===== src/rtl/soc_miner_work_fetch_if.sv =====
// AXI4 read-address / read-data channel bundle between the work-fetch engine
// (master) and system memory (slave).
interface soc_miner_work_fetch_if #(
    parameter int MEMORY_DATA_WIDTH    = 64,
    parameter int MEMORY_ADDR_WIDTH    = 32,
    parameter int MEMORY_BUS_LEN_WIDTH = 4,
    parameter int MEMORY_ID_WIDTH      = 6
);
    logic                            m_memory_arvalid;
    logic                            m_memory_arready;
    logic [MEMORY_ADDR_WIDTH-1:0]    m_memory_araddr;
    logic [MEMORY_BUS_LEN_WIDTH-1:0] m_memory_arlen;
    logic [MEMORY_ID_WIDTH-1:0]      m_memory_arid;
    logic [2:0]                      m_memory_arsize;
    logic [1:0]                      m_memory_arburst;
    logic [1:0]                      m_memory_arlock;
    logic [3:0]                      m_memory_arcache;
    logic [2:0]                      m_memory_arprot;
    logic [3:0]                      m_memory_arqos;
    logic                            m_memory_rvalid;
    logic                            m_memory_rready;
    logic [MEMORY_DATA_WIDTH-1:0]    m_memory_rdata;
    logic                            m_memory_rlast;
    logic [1:0]                      m_memory_rresp;
    logic [MEMORY_ID_WIDTH-1:0]      m_memory_rid;

    // Every transfer completes on a cycle where valid && ready; valid never
    // waits on ready, and payload is held stable while valid && !ready.
    modport master (
        output m_memory_arvalid, m_memory_araddr, m_memory_arlen, m_memory_arid,
               m_memory_arsize, m_memory_arburst, m_memory_arlock, m_memory_arcache,
               m_memory_arprot, m_memory_arqos, m_memory_rready,
        input  m_memory_arready, m_memory_rvalid, m_memory_rdata, m_memory_rlast,
               m_memory_rresp, m_memory_rid
    );

    modport slave (
        input  m_memory_arvalid, m_memory_araddr, m_memory_arlen, m_memory_arid,
               m_memory_arsize, m_memory_arburst, m_memory_arlock, m_memory_arcache,
               m_memory_arprot, m_memory_arqos, m_memory_rready,
        output m_memory_arready, m_memory_rvalid, m_memory_rdata, m_memory_rlast,
               m_memory_rresp, m_memory_rid
    );
endinterface


===== src/rtl/soc_miner_work_fetch.sv =====
// AXI4 read-burst engine streaming a contiguous work buffer into the hash datapath.
// Optional: define SOC_MINER_FETCH_BYTESWAP_EN to byte-reverse each 32-bit lane of word_data_o.
module soc_miner_work_fetch #(
    parameter int MEMORY_DATA_WIDTH    = 64,
    parameter int MEMORY_ADDR_WIDTH    = 32,
    parameter int MEMORY_BUS_LEN_WIDTH = 4,
    parameter int MEMORY_ID_WIDTH      = 6,
    parameter int FETCH_ID             = 0,
    parameter int BEATS_WIDTH          = 8
) (
    input  logic                         ACLK,
    input  logic                         ARESET,
    input  logic                         start_i,
    input  logic [MEMORY_ADDR_WIDTH-1:0] base_addr_i,
    input  logic [BEATS_WIDTH-1:0]       num_beats_i,
    output logic                         busy_o,
    output logic                         done_o,
    output logic                         error_o,
    soc_miner_work_fetch_if.master       mem,
    output logic                         word_valid_o,
    input  logic                         word_ready_i,
    output logic [MEMORY_DATA_WIDTH-1:0] word_data_o,
    output logic                         word_last_o,
    output logic [1:0]                   dbg_state_o
);
    localparam int DW    = MEMORY_DATA_WIDTH;
    localparam int AW    = MEMORY_ADDR_WIDTH;
    localparam int LW    = MEMORY_BUS_LEN_WIDTH;
    localparam int BW    = BEATS_WIDTH;
    localparam int BYTES = DW / 8;
    localparam int ALIGN = $clog2(BYTES);
    localparam int MAXB  = 2 ** LW;
    localparam logic [LW:0]   ONE_B = 1;
    localparam logic [BW-1:0] ONE_R = 1;

    typedef enum logic [1:0] {S_IDLE, S_ADDR, S_DATA, S_DONE} state_t;

    state_t          state_q, state_d;
    logic [AW-1:0]   addr_q, addr_d;
    logic [BW-1:0]   rem_q, rem_d;
    logic [LW:0]     blen_q, blen_d;
    logic [LW:0]     bcnt_q, bcnt_d;
    logic            done_q, done_d;
    logic            err_q, err_d;
    logic [DW:0]     fifo_q [2];
    logic [DW:0]     fifo_d [2];
    logic            wptr_q, wptr_d, rptr_q, rptr_d;
    logic [1:0]      cnt_q, cnt_d;

    logic            ar_valid, r_ready, r_fire, push, push_last, pop, burst_end;
    logic [31:0]     want_len, bnd_len;
    logic [LW:0]     burst_len;
    logic [DW-1:0]   word_raw;

    // Burst is capped by remaining work, the bus maximum, and the 4 KB page edge.
    always_comb begin
        want_len = 32'(rem_q);
        bnd_len  = (32'd4096 - 32'(addr_q[11:0])) >> ALIGN;
        if (want_len > 32'(MAXB)) want_len = 32'(MAXB);
        if (bnd_len < want_len)   want_len = bnd_len;
        burst_len = want_len[LW:0];
    end

    assign r_fire    = mem.m_memory_rvalid && r_ready;
    assign burst_end = (bcnt_q + ONE_B) == blen_q;

    always_comb begin
        state_d   = state_q;
        addr_d    = addr_q;
        rem_d     = rem_q;
        blen_d    = blen_q;
        bcnt_d    = bcnt_q;
        done_d    = 1'b0;
        err_d     = err_q;
        ar_valid  = 1'b0;
        r_ready   = 1'b0;
        push      = 1'b0;
        push_last = 1'b0;
        case (state_q)
            S_IDLE: begin
                if (start_i) begin
                    err_d = 1'b0;
                    if (num_beats_i == '0) begin
                        state_d = S_DONE;
                    end else begin
                        addr_d  = base_addr_i & ~AW'(BYTES - 1);
                        rem_d   = num_beats_i;
                        state_d = S_ADDR;
                    end
                end
            end
            S_ADDR: begin
                ar_valid = 1'b1;
                if (mem.m_memory_arready) begin
                    blen_d  = burst_len;
                    bcnt_d  = '0;
                    state_d = S_DATA;
                end
            end
            S_DATA: begin
                r_ready = (cnt_q != 2'd2);
                if (r_fire) begin
                    push      = 1'b1;
                    push_last = (rem_q == ONE_R);
                    rem_d     = rem_q - ONE_R;
                    bcnt_d    = bcnt_q + ONE_B;
                    // rlast is only cross-checked; the beat counters decide burst and job ends.
                    if (mem.m_memory_rresp != 2'b00 ||
                        mem.m_memory_rid != MEMORY_ID_WIDTH'(FETCH_ID) ||
                        mem.m_memory_rlast != burst_end)
                        err_d = 1'b1;
                    if (rem_q == ONE_R) begin
                        state_d = S_DONE;
                    end else if (burst_end) begin
                        addr_d  = addr_q + (AW'(blen_q) << ALIGN);
                        state_d = S_ADDR;
                    end
                end
            end
            S_DONE: begin
                if (cnt_q == 2'd0) begin
                    done_d  = 1'b1;
                    state_d = S_IDLE;
                end
            end
            default: state_d = S_IDLE;
        endcase
    end

    // Two-entry output buffer; rready already blocks pushes while full.
    always_comb begin
        pop    = (cnt_q != 2'd0) && word_ready_i;
        fifo_d = fifo_q;
        wptr_d = wptr_q;
        rptr_d = rptr_q;
        cnt_d  = cnt_q;
        if (push) begin
            fifo_d[wptr_q] = {push_last, mem.m_memory_rdata};
            wptr_d         = ~wptr_q;
        end
        if (pop) rptr_d = ~rptr_q;
        case ({push, pop})
            2'b10:   cnt_d = cnt_q + 2'd1;
            2'b01:   cnt_d = cnt_q - 2'd1;
            default: cnt_d = cnt_q;
        endcase
    end

    always_ff @(posedge ACLK or posedge ARESET) begin
        if (ARESET) begin
            state_q   <= S_IDLE;
            addr_q    <= '0;
            rem_q     <= '0;
            blen_q    <= '0;
            bcnt_q    <= '0;
            done_q    <= 1'b0;
            err_q     <= 1'b0;
            fifo_q[0] <= '0;
            fifo_q[1] <= '0;
            wptr_q    <= 1'b0;
            rptr_q    <= 1'b0;
            cnt_q     <= 2'd0;
        end else begin
            state_q   <= state_d;
            addr_q    <= addr_d;
            rem_q     <= rem_d;
            blen_q    <= blen_d;
            bcnt_q    <= bcnt_d;
            done_q    <= done_d;
            err_q     <= err_d;
            fifo_q[0] <= fifo_d[0];
            fifo_q[1] <= fifo_d[1];
            wptr_q    <= wptr_d;
            rptr_q    <= rptr_d;
            cnt_q     <= cnt_d;
        end
    end

    assign busy_o       = (state_q != S_IDLE);
    assign done_o       = done_q;
    assign error_o      = err_q;
    assign dbg_state_o  = state_q;
    assign word_valid_o = (cnt_q != 2'd0);
    assign {word_last_o, word_raw} = fifo_q[rptr_q];

`ifdef SOC_MINER_FETCH_BYTESWAP_EN
    always_comb begin
        word_data_o = '0;
        for (int l = 0; l < DW / 32; l++)
            for (int b = 0; b < 4; b++)
                word_data_o[l*32 + b*8 +: 8] = word_raw[l*32 + (3-b)*8 +: 8];
    end
`else
    assign word_data_o = word_raw;
`endif

    assign mem.m_memory_arvalid = ar_valid;
    assign mem.m_memory_araddr  = addr_q;
    assign mem.m_memory_arlen   = LW'(burst_len - ONE_B);
    assign mem.m_memory_arid    = MEMORY_ID_WIDTH'(FETCH_ID);
    assign mem.m_memory_arsize  = 3'(ALIGN);
    assign mem.m_memory_arburst = 2'b01;
    assign mem.m_memory_arlock  = 2'b00;
    assign mem.m_memory_arcache = 4'b0011;
    assign mem.m_memory_arprot  = 3'b000;
    assign mem.m_memory_arqos   = 4'b0000;
    assign mem.m_memory_rready  = r_ready;
endmodule


===== src/flat_wrapper.sv =====
// flat-port wrapper written by rule: the top's interface ports become plain ports
module soc_miner_work_fetch_flat 
#(
    parameter int MEMORY_DATA_WIDTH    = 64,
    parameter int MEMORY_ADDR_WIDTH    = 32,
    parameter int MEMORY_BUS_LEN_WIDTH = 4,
    parameter int MEMORY_ID_WIDTH      = 6,
    parameter int FETCH_ID             = 0,
    parameter int BEATS_WIDTH          = 8
)
  (ACLK, ARESET, start_i, base_addr_i, num_beats_i, busy_o, done_o, error_o, word_valid_o, word_ready_i, word_data_o, word_last_o, dbg_state_o, mem_m_memory_arvalid, mem_m_memory_araddr, mem_m_memory_arlen, mem_m_memory_arid, mem_m_memory_arsize, mem_m_memory_arburst, mem_m_memory_arlock, mem_m_memory_arcache, mem_m_memory_arprot, mem_m_memory_arqos, mem_m_memory_rready, mem_m_memory_arready, mem_m_memory_rvalid, mem_m_memory_rdata, mem_m_memory_rlast, mem_m_memory_rresp, mem_m_memory_rid);
  soc_miner_work_fetch_if #(.MEMORY_DATA_WIDTH(MEMORY_DATA_WIDTH), .MEMORY_ADDR_WIDTH(MEMORY_ADDR_WIDTH), .MEMORY_BUS_LEN_WIDTH(MEMORY_BUS_LEN_WIDTH), .MEMORY_ID_WIDTH(MEMORY_ID_WIDTH)) mem_i ();
  input  logic ACLK;
  input  logic ARESET;
  input  logic start_i;
  input  logic [MEMORY_ADDR_WIDTH-1:0] base_addr_i;
  input  logic [BEATS_WIDTH-1:0] num_beats_i;
  output logic busy_o;
  output logic done_o;
  output logic error_o;
  output logic word_valid_o;
  input  logic word_ready_i;
  output logic [MEMORY_DATA_WIDTH-1:0] word_data_o;
  output logic word_last_o;
  output logic [1:0] dbg_state_o;
  output wire logic [$bits(mem_i.m_memory_arvalid)-1:0] mem_m_memory_arvalid;
  output wire logic [$bits(mem_i.m_memory_araddr)-1:0] mem_m_memory_araddr;
  output wire logic [$bits(mem_i.m_memory_arlen)-1:0] mem_m_memory_arlen;
  output wire logic [$bits(mem_i.m_memory_arid)-1:0] mem_m_memory_arid;
  output wire logic [$bits(mem_i.m_memory_arsize)-1:0] mem_m_memory_arsize;
  output wire logic [$bits(mem_i.m_memory_arburst)-1:0] mem_m_memory_arburst;
  output wire logic [$bits(mem_i.m_memory_arlock)-1:0] mem_m_memory_arlock;
  output wire logic [$bits(mem_i.m_memory_arcache)-1:0] mem_m_memory_arcache;
  output wire logic [$bits(mem_i.m_memory_arprot)-1:0] mem_m_memory_arprot;
  output wire logic [$bits(mem_i.m_memory_arqos)-1:0] mem_m_memory_arqos;
  output wire logic [$bits(mem_i.m_memory_rready)-1:0] mem_m_memory_rready;
  input wire logic [$bits(mem_i.m_memory_arready)-1:0] mem_m_memory_arready;
  input wire logic [$bits(mem_i.m_memory_rvalid)-1:0] mem_m_memory_rvalid;
  input wire logic [$bits(mem_i.m_memory_rdata)-1:0] mem_m_memory_rdata;
  input wire logic [$bits(mem_i.m_memory_rlast)-1:0] mem_m_memory_rlast;
  input wire logic [$bits(mem_i.m_memory_rresp)-1:0] mem_m_memory_rresp;
  input wire logic [$bits(mem_i.m_memory_rid)-1:0] mem_m_memory_rid;
  assign mem_m_memory_arvalid = mem_i.m_memory_arvalid;
  assign mem_m_memory_araddr = mem_i.m_memory_araddr;
  assign mem_m_memory_arlen = mem_i.m_memory_arlen;
  assign mem_m_memory_arid = mem_i.m_memory_arid;
  assign mem_m_memory_arsize = mem_i.m_memory_arsize;
  assign mem_m_memory_arburst = mem_i.m_memory_arburst;
  assign mem_m_memory_arlock = mem_i.m_memory_arlock;
  assign mem_m_memory_arcache = mem_i.m_memory_arcache;
  assign mem_m_memory_arprot = mem_i.m_memory_arprot;
  assign mem_m_memory_arqos = mem_i.m_memory_arqos;
  assign mem_m_memory_rready = mem_i.m_memory_rready;
  assign mem_i.m_memory_arready = mem_m_memory_arready;
  assign mem_i.m_memory_rvalid = mem_m_memory_rvalid;
  assign mem_i.m_memory_rdata = mem_m_memory_rdata;
  assign mem_i.m_memory_rlast = mem_m_memory_rlast;
  assign mem_i.m_memory_rresp = mem_m_memory_rresp;
  assign mem_i.m_memory_rid = mem_m_memory_rid;
  soc_miner_work_fetch #(.MEMORY_DATA_WIDTH(MEMORY_DATA_WIDTH), .MEMORY_ADDR_WIDTH(MEMORY_ADDR_WIDTH), .MEMORY_BUS_LEN_WIDTH(MEMORY_BUS_LEN_WIDTH), .MEMORY_ID_WIDTH(MEMORY_ID_WIDTH), .FETCH_ID(FETCH_ID), .BEATS_WIDTH(BEATS_WIDTH)) u_core (.ACLK(ACLK), .ARESET(ARESET), .start_i(start_i), .base_addr_i(base_addr_i), .num_beats_i(num_beats_i), .busy_o(busy_o), .done_o(done_o), .error_o(error_o), .mem(mem_i), .word_valid_o(word_valid_o), .word_ready_i(word_ready_i), .word_data_o(word_data_o), .word_last_o(word_last_o), .dbg_state_o(dbg_state_o));
endmodule

===== config.mk =====
export PLATFORM = sky130hd
export DESIGN_NAME = soc_miner_work_fetch_flat
export DESIGN_NICKNAME = d
export VERILOG_FILES = /design/src/rtl/soc_miner_work_fetch_if.sv /design/src/rtl/soc_miner_work_fetch.sv /design/src/flat_wrapper.sv
export SDC_FILE = /design/constraint.sdc
export NUM_CORES = 1
export LEC_CHECK = 0
export BUFFER_PORTS_ARGS = -buffer_cell sky130_fd_sc_hd__buf_2
export CAP_MARGIN = 5
export CORE_MARGIN = 4
export CORE_UTILIZATION = 50
export DETAILED_ROUTE_END_ITERATION = 8
export PLACE_DENSITY = 0.86
export RECOVER_POWER = 50
export SLEW_MARGIN = 20
export SYNTH_ARGS = -nofsm -noshare
export SYNTH_HDL_FRONTEND = slang
export SYNTH_SLANG_ARGS = --single-unit

===== constraint.sdc =====
create_clock -name ACLK -period 8.55 [get_ports ACLK]
set_clock_uncertainty 0.05 [all_clocks]
set_input_delay 0.855 -clock ACLK [delete_from_list [all_inputs] [get_ports ACLK]]
set_output_delay 0.855 -clock ACLK [all_outputs]
set_load 0.01 [all_outputs]

# After elaboration in Yosys (flattened, before gate mapping)
# Cells that the tools add are included.
# totals
output_inout_bits	133
in_bits	119
mem_bits_rw	0
ff_bits	188
mem_bits_ro	0
memories	0
latchBits	0
elab_cells	109
# op_classes
eq_ne	18
shifts	0
addsub	7
n_mux	42
n_div	0
bitwise_logic	4
n_lt_le_gt_ge	5
n_reduce_logical	21
mul	0
# op_table
operator	count
$mux W65	4
$mux W32	5
$bwmux W130	1
$demux W65 S1	1
$pmux W32 S2	1
$add A32 B8 Y32	1
$mux W8	4
$lt A29 B8 Y1	1
$pmux W8 S2	1
$mux W5	3
$mux W2	7
$sub A13 B12 Y14 const A	1
$reduce_bool A2 Y1	6
$mux W1	11
$ne A2 B2 Y1 const B	5
$pmux W5 S2	1
$eq A8 B1 Y1 const B	1
$gt A8 B5 Y1 const B	1
$logic_not A8 Y1	1
$ne A2 B1 Y1 const B	4
$pmux W2 S4	1
$reduce_and A4 Y1	2
$sub A8 B1 Y8 const B	1
$eq A2 B2 Y1 const B	3
22 further kinds	30

# Longest topological paths before layout
# Gate-level depths: netlist of the first run.
# depth
ltp_word	7
mapped_depth	14
ltp_nobuf	14

# Least setup slack after synthesis of the first run
# Ideal clock, no wire load.
# synth_timing
kind	register -> output
startpoint	register u_core.rem_q[0]
endpoint	output port mem_m_memory_arlen[2]
slack_ns	4.380
n_path_buf	0
path_stages_with_launch	14
t_required_ns	7.645
arrival_ns	3.265
path_cell_list	dfrtp_1 > inv_1 > ha_1 > or3b_1 > a21boi_2 > nand2_1 > ha_1 > a21oi_1 > o21a_1 > o21ai_0 > nor3_4 > mux2_2 > ha_1 > xnor2_1
# synth_between
elab_chain_cells	5
# synth_rtl
element	line	source
start: declaration	soc_miner_work_fetch.sv:40	logic [BW-1:0] rem_q, rem_d;
start signal: assignment	soc_miner_work_fetch.sv:166	rem_q <= rem_d;
$gt A8 B5 Y1	soc_miner_work_fetch.sv:59	if (want_len > 32'(MAXB)) want_len = 32'(MAXB);
$mux W8 (*)	soc_miner_work_fetch.sv:59	
$lt A29 B8 Y1	soc_miner_work_fetch.sv:60	if (bnd_len < want_len) want_len = bnd_len;
$mux W5 (*)	soc_miner_work_fetch.sv:60	
$sub A4 B1 Y4 (*)	soc_miner_work_fetch.sv:199	assign mem.m_memory_arlen = LW'(burst_len - ONE_B);
end: declaration	flat_wrapper.sv:28	output wire logic [$bits(mem_i.m_memory_arlen)-1:0] mem_m_memory_arlen;
# Every way passes the cells marked *; elsewhere a longest branch is shown, timed or not.

# Worst setup path after layout of the first run
# Same ends and word-level chain as after synthesis.

==> results by group, run 1 <==
Clocking
  – CTS tree: yes
  – TritonCTS Buffers: 17
  – Post-CTS setup buffers: 0
  – H-tree levels: 4
  – Hold_buf cts: 0
  – CTS resizes: 0
  – Clk slew on worst S/H paths: roughly 80 ps
  – Clk_lat worst skew: roughly 430 ps
  – Total clock sinks: between 150 and 200
  – CTS Root Cell: clkbuf_16
  – Clk buf depth: 2

Timing
  – Rel. slew slack: -195%
  – RSZ-0062 raised after global routing: no
  – Slew @ Worst Pin: around 4400 ps
  – Final hold violations: 0
  – Sum of negative setup slack: 0 ps
  – Max Clk Rate: slightly above 200 MHz
  – Setup-failing EPs final: 0
  – Fin crit period: between 4000 and 5000 ps
  – Period Utilization, post-route: 57.7%
  – Max Transition Viols Final: between 150 and 200

Setup path
  – Reg2reg end: u_core.fifo_q[120]$_DFFE_PP0P_
  – R2R Path Start: u_core.dbg_state_o[1]$_DFFE_PP0P_
  – Critical Path Fanout Max: 7
  – WP data arrival: ~4000 ps
  – Critical path type: flip-flop to output port
  – CP startpoint kind: flip-flop
  – Crit-path cells: inv_1, ha_1, or3b_1, a21boi_2, and2_1, inv_1, ha_1, nand2_1, o21a_1, o21ai_0, nor3_4, mux2_2, ha_1, xnor2_1, buf_2
  – CP max stage delay: 430 ps
  – Top Family by Delay on Critical Path: simple AND/OR/NAND/NOR gates
  – Slowest CP cell: dfrtp_1
  – CP endpoint kind: output port
  – Worst path buffer plus inverter count: 3
  – Critical Path RT: roughly 7700 ps
  – FF-to-FF path depth: 8
  – Flop2flop setup slack: 4140 ps
  – Most used cell, CP: ha_1

Worst hold path
  – Hold crit path type: flip-flop to flip-flop
  – Hold-critical path depth: 1
  – Hold Path End: u_core.rptr_q$_DFFE_PP0P_
  – Hold Crit Start: u_core.rptr_q$_DFFE_PP0P_

Logic synthesis
  – Post-Syn Area: between 9000 and 10000 µm²
  – FFs w/ async S/R, synth: 100%
  – Synth top cells by count: dfrtp_1 (185), mux2_2 (141), mux2_1 (57), nand2_1 (57), nor2_1 (43)
  – Number of flops mapped to enable cells by yosys: 0
  – Cells taking the most area after synthesis: dfrtp_1 (47%), mux2_2 (16%), mux2_1 (6.5%)
  – YS warnings: 0
  – Synth top area share: between 40 and 50%
  – Synth cell types: about 80
  – Sequential element share of the synthesized area: a little under half
  – Avg Inst Size Synth: 11.3 µm²
  – Dominant synthesized flop cell: dfrtp_1
  – Area leader, netlist: dfrtp_1
  – Most common cell in the netlist: dfrtp_1
  – Cell count after synthesis: 876
  – Synth Register Bits: around 190

GRT
  – Initial antenna violation count: 3
  – GR Overflow Total: 0
  – Vias in the first global route: around 8000
  – Largest net degree at the start of global routing: approximately 100
  – First-pass GRT wire length: about 39000 µm
  – GRT Overall Usage: between 20 and 25%

Flow run
  – Max cap viols: 3

Cells and area
  – Layout cells sized above 1: between 30% and 40%
  – Number of fillers in the final layout: 1612
  – Non-filler cells, final: 1355
  – Reg area: 4630 µm²
  – Multi-input gate area: 4880 µm²
  – P&R area growth vs syn: 17.6%
  – Layout Nets: ~1200

Route
  – Routed len/inst: 17.9 µm
  – DRT Pass-1 Iters: 5
  – DRT Wirelength: between 20000 and 25000 µm
  – Total number of vias: around 7600
  – DR iter-0 viols: around 400
  – Drt via density: between 5 and 6
  – # DRC: 0
  – Antenna Nets Post-Route: 0

Placed design
  – Placer Congestion: about 0.86
  – Post-DP HPWL: between 15000 and 20000 µm
  – Placed Cells: 1321
  – PortBufs: roughly 220

Floorplan
  – Initial Util: around half
  – Area of the die: 22200 µm²
  – Num ports: approximately 250
  – Core area: about 20000 µm²
  – Die H: ~150 µm
  – Row cnt: 51
  – Die outline width: roughly 150 µm

Pwr
  – Flop pwr share: about a third
  – Net load switching power: a little under 2 mW
  – Leakage: about 5.2 nW
  – Comb power frac: approximately half
  – Cell area power density: 410 nW/µm²
  – Clock network fraction of total power: 17.0%
  – Net Sw Frac: about two fifths
  – VDD IR max: ~200 µV
  – Internal Power: between 2 and 3 mW

Status
  – Failing checks: max-capacitance violations, max-slew violations
  – Outcome: finished, violations left
## worst max path at each step
stage	from	endpoint	slack, ps	depth (start not counted)
finish	u_core.rem_q[0]$_DFFE_PP0P_	mem_m_memory_arlen[2]	3610	15
global placement	u_core.rem_q[0]$_DFFE_PP0P_	mem_m_memory_arlen[2]	4090	14
global route	u_core.rem_q[0]$_DFFE_PP0P_	mem_m_memory_arlen[2]	3370	15
detailed placement	u_core.rem_q[0]$_DFFE_PP0P_	mem_m_memory_arlen[2]	4090	15
CTS	u_core.rem_q[0]$_DFFE_PP0P_	mem_m_memory_arlen[2]	3590	15
floorplan	ARESET	u_core.bcnt_q[0]$_DFFE_PP0P_	2620	1
## flip-flops by register name, summed over array words and instances, names as in the netlist
signal,flops
u_core.rem_q,8
u_core.cnt_q,2
u_core.dbg_state_o,2
u_core.blen_q,5
u_core.error_o,1
u_core.done_o,1
u_core.rptr_q,1
u_core.bcnt_q,5
u_core.fifo_q,130
u_core.mem.m_memory_araddr,29
u_core.wptr_q,1
## through the flow
stage	hold slack [ps]	power, mW	util (%)	worst slack (ps)	cell area (µm²)
6_report	416	4.79	59.8	3610	11700
3_5_place_dp	404	4.00	56.9	4090	11100
5_1_grt	446	5.13	59.8	3370	11700
3_3_place_gp	399	3.90	56.9	4090	11100
2_1_floorplan	404	3.27	-	2620	10000
4_1_cts	417	4.84	60.1	3590	11700
## area by class of cell
type	count	share of cell area (%)
Multi-Input combinational cell	623	41.8
Sequential cell	185	39.7
Timing Repair Buffer	228	9.54
Clock buffer	17	3.64
Tap cell	265	2.84
Clock inverter	15	1.79
Inverter	20	0.675
Antenna cell	2	0.0429
## worst register-to-register path, cell delays in order (launching register included)
cell,delay (ps)
dfrtp_1,640
or2_0,200
nand3b_1,240
nand3_1,1180
nor2_4,600
inv_4,120
nor2_4,90
buf_4,670
mux2_2,500
## cell usage in the layout, fill, tap and decap left out, drive strengths merged, types with 4 or more instances in the layout
cell	Yosys	final
o21a	5	5
nand3	14	14
o211ai	7	7
nor2b	7	7
clkinv	1	7
ha	19	19
mux2i	6	6
conb	2	30
or3	8	8
inv	19	27
and2	5	5
a31oi	7	7
nand4	15	15
a211oi	7	7
buf	52	191
dfrtp	185	185
o21ai	27	27
xor2	7	7
o22ai	7	7
and3	10	10
a21oi	32	32
nand3b	4	4
nand2	57	57
nor3	29	29
mux2	198	198
a311oi	4	4
nor4	8	8
o22a	4	4
clkbuf	24	54
xnor2	15	15
nor2	44	44
## metal layers
| layer | global-route usage (%) | vias to the layer above | routed length [µm] |
|---|---|---|---|
| met4 | 7.69 | 2 | 604 |
| met3 | 4.77 | 50 | 1690 |
| met5 | 0 | - | 13 |
| li1 | - | 3525 | - |
| met1 | 27.8 | 3735 | 9840 |
| met2 | 36.9 | 313 | 12100 |
## logic make-up (layout without fill, tap and decap cells)
group,count (synthesis),after routing,share of synthesized area (%)
xor+xnor,22,22,1.94
flops,185,185,46.6
mux,204,204,23.1
buf+inv,96,280,5.22
fa+ha+maj,20,20,2.60
other cells,2,32,0.0756
simple gates,212,212,11.1
compound gates,135,135,9.39
## power by group through the flow
stage,combinational (mW),clock [mW],sequential (mW)
global placement,2.30,0,1.59
floorplan,1.73,0,1.55
global route,2.57,0.873,1.68
detailed placement,2.37,0,1.63
finish,2.34,0.815,1.63
CTS,2.39,0.835,1.62
Power figures use the tool's default switching activity.
==> inputs of run 2 (changes only) <==
--- a/config.mk
+++ b/config.mk
@@ -8,9 +8,9 @@
 export BUFFER_PORTS_ARGS = -buffer_cell sky130_fd_sc_hd__buf_2
 export CAP_MARGIN = 5
 export CORE_MARGIN = 4
-export CORE_UTILIZATION = 50
+export CORE_UTILIZATION = 49
 export DETAILED_ROUTE_END_ITERATION = 8
-export PLACE_DENSITY = 0.86
+export PLACE_DENSITY = 0.88
 export RECOVER_POWER = 50
 export SLEW_MARGIN = 20
 export SYNTH_ARGS = -nofsm -noshare
==> constraint.sdc (replaced) <==
create_clock -name ACLK -period 4.1 [get_ports ACLK]
set_clock_uncertainty 0.05 [all_clocks]
set_input_delay 0.41 -clock ACLK [delete_from_list [all_inputs] [get_ports ACLK]]
set_output_delay 0.41 -clock ACLK [all_outputs]
set_load 0.01 [all_outputs]
==> results by group, run 2 (same netlist as run 1, synthesis figures left out) <==
Clocking
  – Clk slew on worst S/H paths: 80 ps (about the same)
  – TritonCTS Buffers: 17 (unchanged)
  – CTS tree: yes
  – Hold_buf cts: 0 (unchanged)
  – CTS Root Cell: clkbuf_16
  – Clk_lat worst skew: 430 ps (about the same)
  – Clk buf depth: 2 (unchanged)
  – Total clock sinks: 185 (unchanged)
  – H-tree levels: 4 (unchanged)

Timing
  – Max Transition Viols Final: 226 (+22%)
  – Final hold violations: 0 (unchanged)
  – Period Utilization, post-route: 101%
  – Worst hold slack: 144 ps (-272 ps)
  – RSZ-0062 raised after global routing: yes
  – Max Clk Rate: 240 MHz
  – Rel. slew slack: -70.6% (+120 points)
  – Final worst setup slack: -59.5 ps (-3670 ps)
  – Slew @ Worst Pin: 2560 ps (-1850 ps)
  – Setup-failing EPs final: 2 (+2)
  – Fin crit period: approximately 4200 ps

Route
  – Drt via density: 5.73 (+1.8%)
  – DRT Pass-1 Iters: 5 (unchanged)
  – DR iter-0 viols: 432 (+9.1%)
  – Antenna Nets Post-Route: 0 (unchanged)
  – # DRC: 0 (unchanged)
  – DRT Wirelength: 25100 µm (+3.3%)
  – Total number of vias: 7864 (+3.1%)
  – Routed len/inst: 18.3 µm (+2.0%)

Cells and area
  – P&R area growth vs syn: 20.2%
  – Util after Layout: 60.5% (+0.75 points)
  – Most common cell after layout, fill and taps aside: dfrtp_1
  – Antenna Cells: 0 (-2)
  – Most frequent cells in the layout: dfrtp_1 (185), buf_2 (179), mux2_2 (139)
  – Layout Nets: 1234 (+1.6%)
  – Number of fillers in the final layout: 1512 (-6.2%)
  – Largest Register: u_core.fifo_q
  – Layout cells sized above 1: 37.6% (+2.3 points)
  – Max FFs per register: 130 (unchanged)
  – Post-route cell area: 11900 µm² (+2.2%)

Setup path
  – Critical path origin: u_core.rem_q[1]$_DFFE_PP0P_
  – Top Family by Delay on Critical Path: simple AND/OR/NAND/NOR gates
  – Flop2flop setup slack: 510 ps (-3630 ps)
  – CP startpoint kind: flip-flop
  – Critical Path Fanout Max: 6 (-1)
  – R2R Path Start: u_core.dbg_state_o[1]$_DFFE_PP0P_
  – Worst path buffer plus inverter count: 4 (+1)
  – Critical path type: flip-flop to output port
  – Critical Path RT: 3640 ps (-4010 ps)
  – WP data arrival: 3700 ps (-330 ps)
  – Slowest CP cell: dfrtp_1
  – CP max stage delay: 410 ps (-20 ps)
  – FF-to-FF path depth: 8 (unchanged)
  – Crit-path cells: inv_2, ha_4, or3b_4, a21boi_4, and2_4, inv_2, ha_4, a21oi_2, o21a_1, o21ai_2, nor3_4, buf_4, mux2i_4, xnor2_2, buf_2
  – Stages on the worst setup path: 15 (unchanged)
  – CP endpoint kind: output port

GRT
  – GR Overflow Total: 0 (unchanged)
  – Vias in the first global route: 7845 (-0.76%)
  – GRT Overall Usage: 21.6% (-0.22 points)
  – Initial antenna violation count: 0 (-3)
  – Largest net degree at the start of global routing: 186 (+88%)
  – First-pass GRT wire length: 39400 µm (+0.38%)

Floorplan
  – Core area: 19700 µm² (+0.98%)
  – Num ports: 252 (unchanged)
  – Die H: 150 µm (+0.96%)
  – Initial Util: 50.4% (-0.49 points)
  – Die outline width: 150 µm (+0.96%)
  – Row cnt: 51 (unchanged)
  – Area of the die: 22600 µm² (+1.9%)

Status
  – Failing checks: max-capacitance violations, max-slew violations, negative setup slack
  – Outcome: finished, violations left

Pwr
  – VDD IR max: 484 µV (+150%)
  – Cell area power density: 868 nW/µm² (+110%)
  – Leakage: 5.34 nW (+2.2%)
  – Power, Total: 10.4 mW (+120%)

Placed design
  – PortBufs: 221 (unchanged)
  – Post-DP HPWL: 17200 µm (-0.94%)
  – Setup slack after placement: 114 ps (-3970 ps)
  – Area post-placement: 11200 µm² (+0.48%)
  – Placer Congestion: 0.870 (+1.1%)

Worst hold path
  – Hold Crit Start: base_addr_i[31]
  – Hold-critical path depth: 3 (+2)
  – Hold crit path type: primary input to flip-flop

Flow run
  – Max cap viols: 2 (-1)
==> run 2: cell count changes in the layout (fill, tap and decap cells not counted), moves of 3 or more <==
cell      previous run  this run
buf_2              185       179
clkbuf_1            37        42
ha_4                 0         4
a21oi_1             32        29
buf_4                5        23
inv_8                1         5
a21oi_2              0         3
inv_1               17        12
inv_2                0         5
ha_1                19        15
==> run 2: final timing paths <==
check                                                             end
max                                             mem_m_memory_arlen[2]
min                        u_core.mem.m_memory_araddr[31]$_DFFE_PP0P_
max reg2reg                             u_core.fifo_q[88]$_DFFE_PP0P_
min reg2reg                             u_core.fifo_q[74]$_DFFE_PP0P_
max in group asynchronous               u_core.fifo_q[64]$_DFFE_PP0P_
min in group asynchronous               u_core.fifo_q[13]$_DFFE_PP0P_
==> run 2: worst min-delay path: cells and delay by family <==
| family | cells | cell delay [ps] |
|---|---|---|
| simple gates | 2 | 100 |
| buf+inv | 1 | 70 |
==> run 2: report_power, final <==
group	switching (mW)	leakage, nW	total [mW]	internal (mW)
Combinational	2.66	2.85	5.20	2.54
Sequential	0.758	2.19	3.47	2.72
Clock	0.844	0.299	1.69	0.841
Total	4.26	5.34	10.4	6.10
==> run 2: layout make-up <==
| type | count | area, µm² | share of cell area, % |
|---|---|---|---|
| multi-input cells | 623 | 5000 | 41.9 |
| flip-flops and latches | 185 | 4630 | 38.8 |
| repair buffers | 248 | 1280 | 10.7 |
| clock buffers | 17 | 425 | 3.56 |
| well taps | 265 | 332 | 2.78 |
| clock inverters | 15 | 189 | 1.58 |
| inverters | 20 | 81.3 | 0.681 |
==> run 2: routing by layer <==
layer  GRT usage, %  share of wire, %
met1           27.2                40
met2           36.2                49
met3           5.27               9.3
met4           8.05               2.4
met5              0                 0
==> run 2: per-stage QoR <==
step	std cells	TNS, ps
global route	1373	-454
floorplan	904	0
CTS	1367	0
finish	1373	-100
global placement	1325	0
detailed placement	1325	0
==> run 2: timing repair <==
action,4_1_cts,5_1_grt
cloned,0,0
gates resized for setup,9,21
setup buffers,10,6
setup endpoints to repair,3,2
pin swaps,3,8
